[config.mk]
export PLATFORM = sky130hd
export DESIGN_NAME = dot_product_sched_flat
export DESIGN_NICKNAME = d
export VERILOG_FILES = /design/src/rtl/dot_product_sched_if.sv /design/src/rtl/dot_product_sched.sv /design/src/flat_wrapper.sv
export SDC_FILE = /design/constraint.sdc
export NUM_CORES = 1
export LEC_CHECK = 0
export CORE_AREA = 8 8 240 242
export CTS_BUF_LIST = sky130_fd_sc_hd__clkbuf_8
export DETAILED_ROUTE_END_ITERATION = 10
export DIE_AREA = 0 0 248 250
export HOLD_SLACK_MARGIN = 0.02
export PLACE_DENSITY = 0.53
export SETUP_SLACK_MARGIN = 0.4
export SLEW_MARGIN = 20
export SYNTH_ARGS = -nofsm -noshare
export SYNTH_HDL_FRONTEND = slang
export SYNTH_SLANG_ARGS = --single-unit
[constraint.sdc]
create_clock -name clk -period 7.8 [get_ports clk]
set_input_delay 1.95 -clock clk [delete_from_list [all_inputs] [get_ports clk]]
set_output_delay 1.95 -clock clk [all_outputs]
set_load 0.03 [all_outputs]
[src/rtl/dot_product_sched_if.sv]
// Result stream from the scheduler: first-word-fall-through valid/ready with data and index.
interface dot_product_sched_if #(
    parameter int unsigned ADDR_W = 4
);
    logic              res_valid;
    logic              res_ready;
    logic [25:0]       res_data;
    logic [ADDR_W-1:0] res_idx;

    modport master (output res_valid, output res_data, output res_idx, input res_ready);
    modport slave  (input res_valid, input res_data, input res_idx, output res_ready);
endinterface

[src/rtl/dot_product_sched.sv]
// Dot-product scheduler: issues one weight-set read per neuron, follows each read through the
// datapath latency with a tag pipeline, and buffers results in a credit-controlled FWFT FIFO.
module dot_product_sched #(
    parameter int unsigned NUM_NEURONS = 10,
    parameter int unsigned DP_LATENCY  = 1,
    parameter int unsigned FIFO_DEPTH  = 4,
    parameter int unsigned ADDR_W      = 4
) (
    input  logic                clk,
    input  logic                GlobalReset,
    input  logic                start,
    input  logic [189:0]        pixels_in,
    output logic                busy,
    output logic                done,
    output logic                w_rd_en,
    output logic [ADDR_W-1:0]   w_addr,
    input  logic [89:0]         w_rd_data,
    output logic [189:0]        dp_pixels,
    output logic [89:0]         dp_weights,
    input  logic [25:0]         dp_value,
    dot_product_sched_if.master res
);

    localparam int unsigned CNT_W     = $clog2(FIFO_DEPTH + 1);
    localparam int unsigned PTR_W     = (FIFO_DEPTH > 1) ? $clog2(FIFO_DEPTH) : 1;
    localparam int unsigned LAST_SLOT = FIFO_DEPTH - 1;
    localparam logic [ADDR_W:0]  LAST_CNT = NUM_NEURONS[ADDR_W:0];
    localparam logic [CNT_W:0]   DEPTH_C  = FIFO_DEPTH[CNT_W:0];
    localparam logic [PTR_W-1:0] LAST_PTR = LAST_SLOT[PTR_W-1:0];

    typedef enum logic [1:0] {StIdle, StRun, StDrain, StDone} state_e;

    state_e            state_q, state_d;
    logic [189:0]      pixel_q;
    logic [ADDR_W:0]   issue_cnt_q;
    logic [ADDR_W-1:0] w_addr_q;
    logic [CNT_W-1:0]  inflight_q, fifo_count_q;
    logic [DP_LATENCY:0] tag_v_q;
    logic [ADDR_W-1:0] tag_idx_q [DP_LATENCY+1];
    logic [25:0]       fifo_data_q [FIFO_DEPTH];
    logic [ADDR_W-1:0] fifo_idx_q [FIFO_DEPTH];
    logic [PTR_W-1:0]  wr_ptr_q, rd_ptr_q;
    logic [CNT_W:0]    credit_used;
    logic              issue, last_issue, push, pop;

    function automatic logic [PTR_W-1:0] ptr_inc(input logic [PTR_W-1:0] p);
        return (p == LAST_PTR) ? '0 : p + 1'b1;
    endfunction

    // Every entry issued but not yet popped holds a FIFO slot, so pushes can never overflow.
    assign credit_used = {1'b0, fifo_count_q} + {1'b0, inflight_q};
    assign last_issue  = issue && ((issue_cnt_q + 1'b1) == LAST_CNT);
    assign push        = tag_v_q[DP_LATENCY];
    assign pop         = res.res_valid && res.res_ready;

    // State register.
    always_ff @(posedge clk or posedge GlobalReset) begin
        if (GlobalReset) state_q <= StIdle;
        else             state_q <= state_d;
    end

    // Next-state logic.
    always_comb begin
        state_d = state_q;
        unique case (state_q)
            StIdle:  if (start) state_d = StRun;
            StRun:   if (last_issue) state_d = StDrain;
            StDrain: if (inflight_q == '0 && fifo_count_q == '0) state_d = StDone;
            StDone:  state_d = StIdle;
            default: state_d = StIdle;
        endcase
    end

    // FSM outputs and issue decision; w_addr holds its last value between issues.
    always_comb begin
        busy    = (state_q != StIdle);
        done    = (state_q == StDone);
        issue   = (state_q == StRun) && (issue_cnt_q < LAST_CNT) && (credit_used < DEPTH_C);
        w_rd_en = issue;
        w_addr  = issue ? issue_cnt_q[ADDR_W-1:0] : w_addr_q;
    end

    // Pixel capture, issue counter and held read address.
    always_ff @(posedge clk or posedge GlobalReset) begin
        if (GlobalReset) begin
            pixel_q     <= '0;
            issue_cnt_q <= '0;
            w_addr_q    <= '0;
        end else begin
            if (state_q == StIdle && start) begin
                pixel_q     <= pixels_in;
                issue_cnt_q <= '0;
            end else if (issue) begin
                issue_cnt_q <= issue_cnt_q + 1'b1;
            end
            w_addr_q <= w_addr;
        end
    end

    // Tag pipeline: one stage for the weight read plus DP_LATENCY datapath stages.
    always_ff @(posedge clk or posedge GlobalReset) begin
        if (GlobalReset) begin
            tag_v_q <= '0;
            for (int i = 0; i <= int'(DP_LATENCY); i++) tag_idx_q[i] <= '0;
        end else begin
            tag_v_q      <= {tag_v_q[DP_LATENCY-1:0], issue};
            tag_idx_q[0] <= w_addr;
            for (int i = 1; i <= int'(DP_LATENCY); i++) tag_idx_q[i] <= tag_idx_q[i-1];
        end
    end

    // In-flight and FIFO occupancy counters plus FIFO pointers.
    always_ff @(posedge clk or posedge GlobalReset) begin
        if (GlobalReset) begin
            inflight_q   <= '0;
            fifo_count_q <= '0;
            wr_ptr_q     <= '0;
            rd_ptr_q     <= '0;
        end else begin
            case ({issue, push})
                2'b10:   inflight_q <= inflight_q + 1'b1;
                2'b01:   inflight_q <= inflight_q - 1'b1;
                default: inflight_q <= inflight_q;
            endcase
            case ({push, pop})
                2'b10:   fifo_count_q <= fifo_count_q + 1'b1;
                2'b01:   fifo_count_q <= fifo_count_q - 1'b1;
                default: fifo_count_q <= fifo_count_q;
            endcase
            if (push) wr_ptr_q <= ptr_inc(wr_ptr_q);
            if (pop)  rd_ptr_q <= ptr_inc(rd_ptr_q);
        end
    end

    // FIFO storage; contents are masked at the outputs while empty, so no reset is needed.
    always_ff @(posedge clk) begin
        if (push) begin
            fifo_data_q[wr_ptr_q] <= dp_value;
            fifo_idx_q[wr_ptr_q]  <= tag_idx_q[DP_LATENCY];
        end
    end

    assign dp_pixels     = pixel_q;
    assign dp_weights    = w_rd_data;
    assign res.res_valid = (fifo_count_q != '0);
    assign res.res_data  = res.res_valid ? fifo_data_q[rd_ptr_q] : '0;
    assign res.res_idx   = res.res_valid ? fifo_idx_q[rd_ptr_q] : '0;

endmodule
[src/flat_wrapper.sv]
// flat-port wrapper written by rule: the top's interface ports become plain ports
module dot_product_sched_flat 
#(
    parameter int unsigned NUM_NEURONS = 10,
    parameter int unsigned DP_LATENCY  = 1,
    parameter int unsigned FIFO_DEPTH  = 4,
    parameter int unsigned ADDR_W      = 4
)
  (clk, GlobalReset, start, pixels_in, busy, done, w_rd_en, w_addr, w_rd_data, dp_pixels, dp_weights, dp_value, res_res_valid, res_res_data, res_res_idx, res_res_ready);
  dot_product_sched_if #(.ADDR_W(ADDR_W)) res_i ();
  input  logic clk;
  input  logic GlobalReset;
  input  logic start;
  input  logic [189:0] pixels_in;
  output logic busy;
  output logic done;
  output logic w_rd_en;
  output logic [ADDR_W-1:0] w_addr;
  input  logic [89:0] w_rd_data;
  output logic [189:0] dp_pixels;
  output logic [89:0] dp_weights;
  input  logic [25:0] dp_value;
  output wire logic [$bits(res_i.res_valid)-1:0] res_res_valid;
  output wire logic [$bits(res_i.res_data)-1:0] res_res_data;
  output wire logic [$bits(res_i.res_idx)-1:0] res_res_idx;
  input wire logic [$bits(res_i.res_ready)-1:0] res_res_ready;
  assign res_res_valid = res_i.res_valid;
  assign res_res_data = res_i.res_data;
  assign res_res_idx = res_i.res_idx;
  assign res_i.res_ready = res_res_ready;
  dot_product_sched #(.NUM_NEURONS(NUM_NEURONS), .DP_LATENCY(DP_LATENCY), .FIFO_DEPTH(FIFO_DEPTH), .ADDR_W(ADDR_W)) u_core (.clk(clk), .GlobalReset(GlobalReset), .start(start), .pixels_in(pixels_in), .busy(busy), .done(done), .w_rd_en(w_rd_en), .w_addr(w_addr), .w_rd_data(w_rd_data), .dp_pixels(dp_pixels), .dp_weights(dp_weights), .dp_value(dp_value), .res(res_i));
endmodule
# Yosys cells after proc, flatten, opt, wreduce, memory -nomap -nowiden
# Memory sizes are Yosys's and may differ from the RTL's.
# Cells that the tools add are included.
# totals
in_bits	310
word_cells	65
ramBits	120
output_inout_bits	318
reg_bits	217
n_memories	2
# mem_list
memory	words	width	rd	rd_clocked_by_memory_dff	wr	line	text
u_core.fifo_data_q	4	26	1	0	1	dot_product_sched.sv:40	logic [25:0] fifo_data_q [FIFO_DEPTH];
u_core.fifo_idx_q	4	4	1	0	1	dot_product_sched.sv:41	logic [ADDR_W-1:0] fifo_idx_q [FIFO_DEPTH];
# classes
add_sub_neg	8
n_reduce_logical	15
n_lt_le_gt_ge	2
eq_ne	13
muxes	15
# op_table
cell	n
2-to-1 mux 26 bit	1
equality test 2 bit, second input constant	6
case mux 3 bit (2 select lines)	2
2-to-1 mux 2 bit	5
2-to-1 mux 5 bit	2
2-to-1 mux 4 bit	2
case mux 2 bit (4 select lines)	1
nonzero test 2 bit	4
adder 3 x 1 -> 3 bit, second input constant	2
equality test 2 x 1 -> 1 bit, second input constant	3
logical AND 1 bit	6
logical NOT 3 bit	2
subtractor 3 x 1 -> 3 bit, second input constant	2
adder 5 x 1 -> 5 bit, second input constant	1
equality test 5 x 4 -> 1 bit, second input constant	1
< comparator 5 x 4 -> 1 bit, second input constant	1
adder 2 x 1 -> 2 bit, second input constant	2
adder 3 x 3 -> 4 bit	1
< comparator 4 x 3 -> 1 bit, second input constant	1
!= test 2 x 1 -> 1 bit, second input constant	2
AND reduction 3 bit	1
nonzero test 3 bit	1
logical NOT 2 bit	1
2-to-1 mux 1 bit	2
!= test 2 bit, second input constant	1

# Logic depth before layout (Yosys ltp)
# Gate-level depths: netlist of the first run.
# logic_depth
depth_word	6
ltp_mapped	9
ltp_nobuf	9

# Least setup slack after synthesis of the first run
# No wires, ideal clock.
# synth_path
kind	input to output
from	input port w_rd_data[0]
to	output port dp_weights[0]
arrival_time_ns	2.095
required_time_ns	5.850
stages	1
setup_slack_ns	3.755
path_cell_list	buf_4
# synth_lines
item	line	text
from (decl)	flat_wrapper.sv:19	input logic [89:0] w_rd_data;
to (decl)	flat_wrapper.sv:21	output logic [89:0] dp_weights;
# No word-level cell between the ends.

# Worst setup path in the final report of the first run
# layout_path
from	register u_core.rd_ptr_q[1]
to	output port res_res_data[22]
# layout_between
elab_chain_cells	2
# layout_lines
item	line	text
from (decl)	dot_product_sched.sv:42	logic [PTR_W-1:0] wr_ptr_q, rd_ptr_q;
from (signal assigned)	dot_product_sched.sv:131	if (pop) rd_ptr_q <= ptr_inc(rd_ptr_q);
memory read (4 x 26 bit)	-	
2-to-1 mux 26 bit	dot_product_sched.sv:146	assign res.res_data = res.res_valid ? fifo_data_q[rd_ptr_q] : '0;
to (decl)	flat_wrapper.sv:24	output wire logic [$bits(res_i.res_data)-1:0] res_res_data;
# No other way between the ends.

==> results of run 1 <==
## worst max-delay path, delay by kind of cell, from the launching register on
family,cells,cell delay [ps]
AND/OR/NAND/NOR,1,200
buffers and inverters,2,980
flip-flops,1,840
multiplexers,1,330
## how the worst max path moves through the flow
stage / slack, ps / depth (start not counted) / to / from
2_1_floorplan: 3020 / 1 / u_core.dp_pixels[0] / GlobalReset
3_3_place_gp: 3490 / 4 / res_res_data[22] / u_core.rd_ptr_q[1]
3_5_place_dp: 3430 / 4 / res_res_data[22] / u_core.rd_ptr_q[1]
4_1_cts: 2680 / 4 / res_res_data[22] / u_core.rd_ptr_q[1]
5_1_grt: 2660 / 4 / res_res_data[22] / u_core.rd_ptr_q[1]
6_report: 2840 / 4 / res_res_data[22] / u_core.rd_ptr_q[1]
## power groups by stage
stage | combinational [mW] | clock, mW | sequential [mW]
after global placement | 4.03 | 0 | 2.77
after floorplan | 1.47 | 0 | 3.64
after CTS | 4.06 | 1.81 | 2.77
after detailed placement | 4.05 | 0 | 2.79
final | 3.98 | 1.74 | 2.76
after global routing | 4.28 | 1.88 | 2.84
## routing by layer
layer / part of all wire (%) / vias up / routed length, µm
li1: - / 4542 / -
met1: 38 / 4668 / 16500
met2: 47 / 425 / 20400
met3: 12 / 53 / 5290
met4: 1.7 / 2 / 743
met5: 0.19 / - / 82
## registers in the layout, summed over array words and instances (netlist names)
name                 cells
u_core.inflight_q        3
u_core.dp_pixels       190
u_core.issue_cnt_q       5
u_core.tag_idx_q         4
u_core.rd_ptr_q          2
u_core.tag_v_q           2
u_core.state_q           2
u_core.fifo_data_q     104
u_core.fifo_idx_q       16
u_core.fifo_count_q      3
u_core.w_addr_q          4
u_core.wr_ptr_q          2
## cell families after synthesis
family,after synthesis
AO/OA/AOI/OAI,11
XOR/XNOR,9
adder cells (fa/ha/maj),18
buffers and inverters,160
flip-flops,337
multiplexers,35
AND/OR/NAND/NOR,638
## per-stage QoR
| stage | worst slack, ps | cell area (µm²) | total power, mW | util (%) | hold slack, ps |
|---|---|---|---|---|---|
| after floorplan | 3020 | 13600 | 5.11 | - | 331 |
| after global placement | 3490 | 18200 | 6.80 | 34.1 | 335 |
| after detailed placement | 3430 | 18200 | 6.84 | 34.1 | 348 |
| after CTS | 2680 | 19500 | 8.65 | 36.5 | 358 |
| after global routing | 2660 | 19500 | 9.00 | 36.5 | 368 |
| final | 2840 | 19500 | 8.48 | 36.5 | 352 |
## cell type report
class / instances / area, µm²
clock buffer: 77 / 1060
fill: 5275 / 34000
clock inverter: 35 / 236
timing repair buffer: 457 / 4590
tap: 696 / 871
sequential: 337 / 9030
inverter: 17 / 68.8
multi-input combinational: 711 / 3680
## placed cells by master, fill, tap and decap left out, drive strengths merged, types with 8 or more instances in the layout
master,count
and2,36
buf,10
clkbuf,77
clkdlybuf4s50,447
clkinv,11
dfrtp,217
edfxtp,120
ha,16
inv,36
mux4,30
nand2,584
nor2,8
==> run_results.csv, run 1 <==
group,metric,value,unit
run_status,status,"finished clean",
sta,skew,38.7,ps
pwr,switching_share,40.9,%
floorplan,die_w,248,µm
final_layout,area_growth,43.2,%
global_routing,grt_max_degree,193,
critical_path,startpoint_type,"flop",
floorplan,die_area,62000,µm²
global_routing,met2_usage,21.9,%
place,gp_congestion,0.770,
synthesis,yosys.area.top_type,"dfrtp_1",
clock_network,cts_sinks,337,
place,dp_cells,2218,
clock_network,path_clk_slew,60,ps
pwr,vdd_drop_max,198,µV
routing,vias,9690,
clock_network,cts_root_buf,"clkbuf_8",
synthesis,ys.flop_type,"dfrtp_1",
routing,first_pass_iters,5,
routing,drt_iter0_drc,457,
sta,layout_min_cycle_time,4960,ps
routing,wl_per_cell,18.5,µm
synthesis,synthArstFlopShare,64.4,%
pwr,power_frac_seq,32.6,%
global_routing,grt_usage,13.6,%
global_routing,antenna_found_initial,1,
pwr,leakage,8.56,nW
clock_network,numCtsBuffers,60,
sta,setup_tns,0,ps
routing,wirelength,43100,µm
global_routing,grt_busiest_layer,"met2",
synthesis,synth_area_per_cell,11.3,µm²
critical_path,worstPathCellList,"buf_4 -> mux4_2 -> and2_1 -> clkdlybuf4s50_1",
worst_hold_path,min_to,"u_core.tag_v_q[1]",
synthesis,synthTopCellsByArea,"dfrtp_1, edfxtp_1, nand2_1",
critical_path,critPathRequiredTime,5850,ps
global_routing,grt_pass1_wl,65000,µm
critical_path,cp_data_arrival_time,3010,ps
worst_hold_path,min_path_type,"reg2reg",
synthesis,yosysMostFrequentCell,"nand2_1",
floorplan,pin_count,628,
sta,drv_slew,0,
sta,tightestPinTransition,1260,ps
sta,finalSetupViolCount,0,
clock_network,post_cts_buffers,0,
routing,avgViaCountPerCell,4.16,
global_routing,gr-usage-met3,7.83,%
sta,fmax,0.202,GHz
synthesis,synth-xor-area-share,0.578,%
synthesis,synth.net_count,1536,
sta,hold_viol,0,
sta,slew_headroom,16.1,%
synthesis,synthAdderAreaFrac,1.76,%
synthesis,synth-edff-count,120,
synthesis,yosys-top-cells-count,"nand2_1, dfrtp_1, edfxtp_1",
floorplan,coreArea,53500,µm²
pwr,comb_power_share,46.9,%
synthesis,syn_area,13600,µm²
clock_network,cts_buffer_depth,3,
synthesis,synth_compound_area_share,0.532,%
critical_path,slowest_delay,840,ps
routing,detail-route-antenna-nets,0,
clock_network,clk_latency,640,ps
place,place_hpwl,30000,µm
synthesis,synth_cells,1208,
synthesis,yosysWarningCount,0,
synthesis,yosysSeqAreaShare,66.2,%
floorplan,start_util,25.5,%
synthesis,synth_top_area_share,39.8,%
final_layout,layout-drive-gt1-share,8.38,%
critical_path,critPathCaptureType,"output pin",
pwr,clkPwrFrac,20.5,%
synthesis,yosys.area_share.simple,18.6,%
critical_path,reg2reg_slack,5510,ps
flow_run,cap_violations,0,
synthesis,synth_top_family_by_area,"simple AND/OR/NAND/NOR gates",
worst_hold_path,holdPathStages,0,
global_routing,gr-total-overflow,0,
floorplan,dieHeight,250,µm
clock_network,cts_hold_buf,0,
pwr,p_int,5.01,mW
global_routing,grt_pass1_vias,10400,
global_routing,grtUsageMet1,15.2,%
pwr,netSwitchingPower,3.47,mW
critical_path,r2r-end,"u_core.state_q[1]",
sta,grt_setup_unrepaired,"false",
final_layout,fin_nets,1912,
sta,post-route-period-util,63.6,%
pwr,power.density,434,nW/µm²
floorplan,std_cell_rows,85,
critical_path,crit_fanout,17,
critical_path,timing.setup.critical_path_class,"reg2out",
critical_path,critPathSlowestCell,"dfrtp_1",
routing,drc_errors,0,
clock_network,htreeDepth,2,
clock_network,cts_resized,0,
final_layout,final_cells,2330,
place,portBuffers,447,
critical_path,r2r_cells,7,
synthesis,synthDistinctLibCells,35,
clock_network,cts_tree,"built",
final_layout,n_antenna_cell,0,
synthesis,yosys-mux-area-fraction,5.36,%
worst_hold_path,min-delay-start,"u_core.tag_v_q[0]",
synthesis,yosys_register_bits,337,
critical_path,reg2reg_from,"u_core.fifo_count_q[2]",
Power figures use the tool's default switching activity.
==> run 2, diff against run 1 <==
--- a/config.mk
+++ b/config.mk
@@ -5,10 +5,10 @@
 export SDC_FILE = /design/constraint.sdc
 export NUM_CORES = 1
 export LEC_CHECK = 0
-export CORE_AREA = 8 8 240 242
+export CORE_AREA = 8 8 235 237
 export CTS_BUF_LIST = sky130_fd_sc_hd__clkbuf_8
 export DETAILED_ROUTE_END_ITERATION = 10
-export DIE_AREA = 0 0 248 250
+export DIE_AREA = 0 0 243 245
 export HOLD_SLACK_MARGIN = 0.02
 export PLACE_DENSITY = 0.53
 export SETUP_SLACK_MARGIN = 0.4
==> constraint.sdc (replaced) <==
create_clock -name clk -period 4.95 [get_ports clk]
set_input_delay 1.2375 -clock clk [delete_from_list [all_inputs] [get_ports clk]]
set_output_delay 1.2375 -clock clk [all_outputs]
set_load 0.03 [all_outputs]
==> run 2 against run 1 <==
Against the previous run:
- hold slack got worse by 4.2 ps
- global-route usage is 0.63 points higher
- largest cell class unchanged
- flip-flop and latch count did not move
- combinational power increased by 57%
- critical path type unchanged
==> run_results.csv, run 2 (synthesis results as in run 1) <==
group,metric,value,unit
clock_network,post_cts_buffers,0,
critical_path,worstPathCellList,"buf_12 -> mux4_2 -> and2_1 -> clkdlybuf4s50_1",
clock_network,path_clk_slew,60,ps
pwr,leakage,8.58,nW
routing,avgViaCountPerCell,4.17,
pwr,vdd_drop_max,379,µV
run_status,status,"finished clean",
floorplan,die_area,59500,µm²
critical_path,r2r-end,"u_core.state_q[1]",
clock_network,cts_resized,0,
global_routing,grt_usage,14.2,%
final_layout,layout-drive-gt1-share,9.17,%
clock_network,numCtsBuffers,61,
worst_hold_path,holdPathStages,0,
final_layout,final_common_cell,"nand2_1",
clock_network,cts_tree,"built",
sta,grt_setup_unrepaired,"false",
place,place_hpwl,31000,µm
global_routing,grt_max_degree,83,
final_layout,fin_nets,1922,
place,portBuffers,447,
sta,slew_headroom,44.7,%
critical_path,cp_data_arrival_time,2930,ps
global_routing,grt_pass1_wl,66000,µm
final_layout,area_growth,43.6,%
sta,drv_slew,0,
critical_path,critPathRequiredTime,3710,ps
final_layout,final_cell_mix,"nand2_1, clkdlybuf4s50_1, dfrtp_1",
critical_path,startpoint_type,"flop",
pwr,power,13.3,mW
global_routing,grt_pass1_vias,10400,
critical_path,reg2reg_from,"u_core.fifo_count_q[2]",
critical_path,critPathLaunch,"u_core.rd_ptr_q[0]",
critical_path,timing.setup.critical_path_class,"reg2out",
global_routing,gr-total-overflow,0,
sta,layout_min_cycle_time,4160,ps
critical_path,critPathCaptureType,"output pin",
flow_run,cap_violations,0,
final_layout,seqCellArea,9030,µm²
routing,drt_iter0_drc,428,
critical_path,reg2reg_slack,2640,ps
clock_network,clk_latency,630,ps
clock_network,cts_hold_buf,0,
final_layout,largest_reg_flops,190,
routing,detail-route-antenna-nets,0,
sta,tightestPinTransition,828,ps
critical_path,critPathSlowestCell,"dfrtp_2",
sta,post-route-period-util,84.1,%
place,gp_congestion,0.762,
routing,drc_errors,0,
worst_hold_path,min_to,"u_core.tag_v_q[1]",
routing,wl_per_cell,18.6,µm
floorplan,std_cell_rows,84,
clock_network,cts_root_buf,"clkbuf_8",
sta,fmax,0.240,GHz
clock_network,htreeDepth,2,
critical_path,slowest_delay,740,ps
sta,finalSetupViolCount,0,
pwr,power.density,680,nW/µm²
floorplan,coreArea,51700,µm²
clock_network,cts_buffer_depth,3,
worst_hold_path,min_path_type,"reg2reg",
sta,setup_tns,0,ps
floorplan,start_util,26.4,%
floorplan,die_w,243,µm
floorplan,dieHeight,245,µm
final_layout,fillers,5149,
routing,vias,9754,
sta,hold_viol,0,
clock_network,cts_sinks,337,
routing,wirelength,43500,µm
critical_path,r2r_cells,7,
worst_hold_path,min-delay-start,"u_core.tag_v_q[0]",
routing,first_pass_iters,4,
global_routing,antenna_found_initial,4,
sta,skew,17.7,ps
critical_path,crit_fanout,18,
final_layout,multi_input_area,3680,µm²
floorplan,pin_count,628,
run 2: cell types whose count changed in the layout (fill, tap and decap cells not counted), sizes merged:
cell    delta
buf        +9
diode      +3
clkbuf     -3
inv        -7
clkinv    +13
run 2: cell type report:
class,instances,area share (%)
clock buffers,74,5.20
diodes,3,0.0383
well taps,688,4.39
flip-flops and latches,337,46.1
repair buffers,466,23.8
inverters,17,0.351
clock inverters,41,1.35
multi-input cells,711,18.8
run 2: metrics by stage:
| step | util (%) | instance area, µm² | hold WS (ps) | worst slack (ps) | std cells |
|---|---|---|---|---|---|
| after floorplan | - | 13600 | 331 | 886 | 1208 |
| after global placement | 35.4 | 18300 | 336 | 1360 | 2219 |
| after detailed placement | 35.4 | 18300 | 336 | 1360 | 2219 |
| after CTS | 37.9 | 19600 | 351 | 620 | 2334 |
| after global routing | 37.9 | 19600 | 358 | 537 | 2335 |
| final | 37.9 | 19600 | 347 | 785 | 2337 |
run 2: how the worst max path moves through the flow:
stage               slack (ps)             endpoint  cells after the start
finish                     790       res_res_idx[3]                      4
global route               540     res_res_data[25]                      4
detailed placement        1360       res_res_idx[3]                      4
floorplan                  890  u_core.dp_pixels[0]                      1
CTS                        620       res_res_idx[3]                      4
global placement          1360     res_res_data[25]                      4
run 2: power breakdown:
part	switching, mW	internal [mW]
logic	3.71	2.54
clock network	1.20	1.51
registers	0.547	3.83
run 2: metal layers:
layer / vias up / routed length, µm / share of wire, % / GRT usage, %
met3: 63 / 5410 / 12 / 8.26
li1: 4565 / - / - / -
met1: 4677 / 17300 / 40 / 16.8
met2: 445 / 19900 / 46 / 22.0
met4: 4 / 750 / 1.7 / 3.44
met5: - / 103 / 0.24 / 1.39
run 2: critical path, delay by kind of cell (launching register included):
family | cells | cell delay (ps)
AND/OR/NAND/NOR | 1 | 170
flip-flops | 1 | 740
multiplexers | 1 | 530
buffers and inverters | 2 | 850
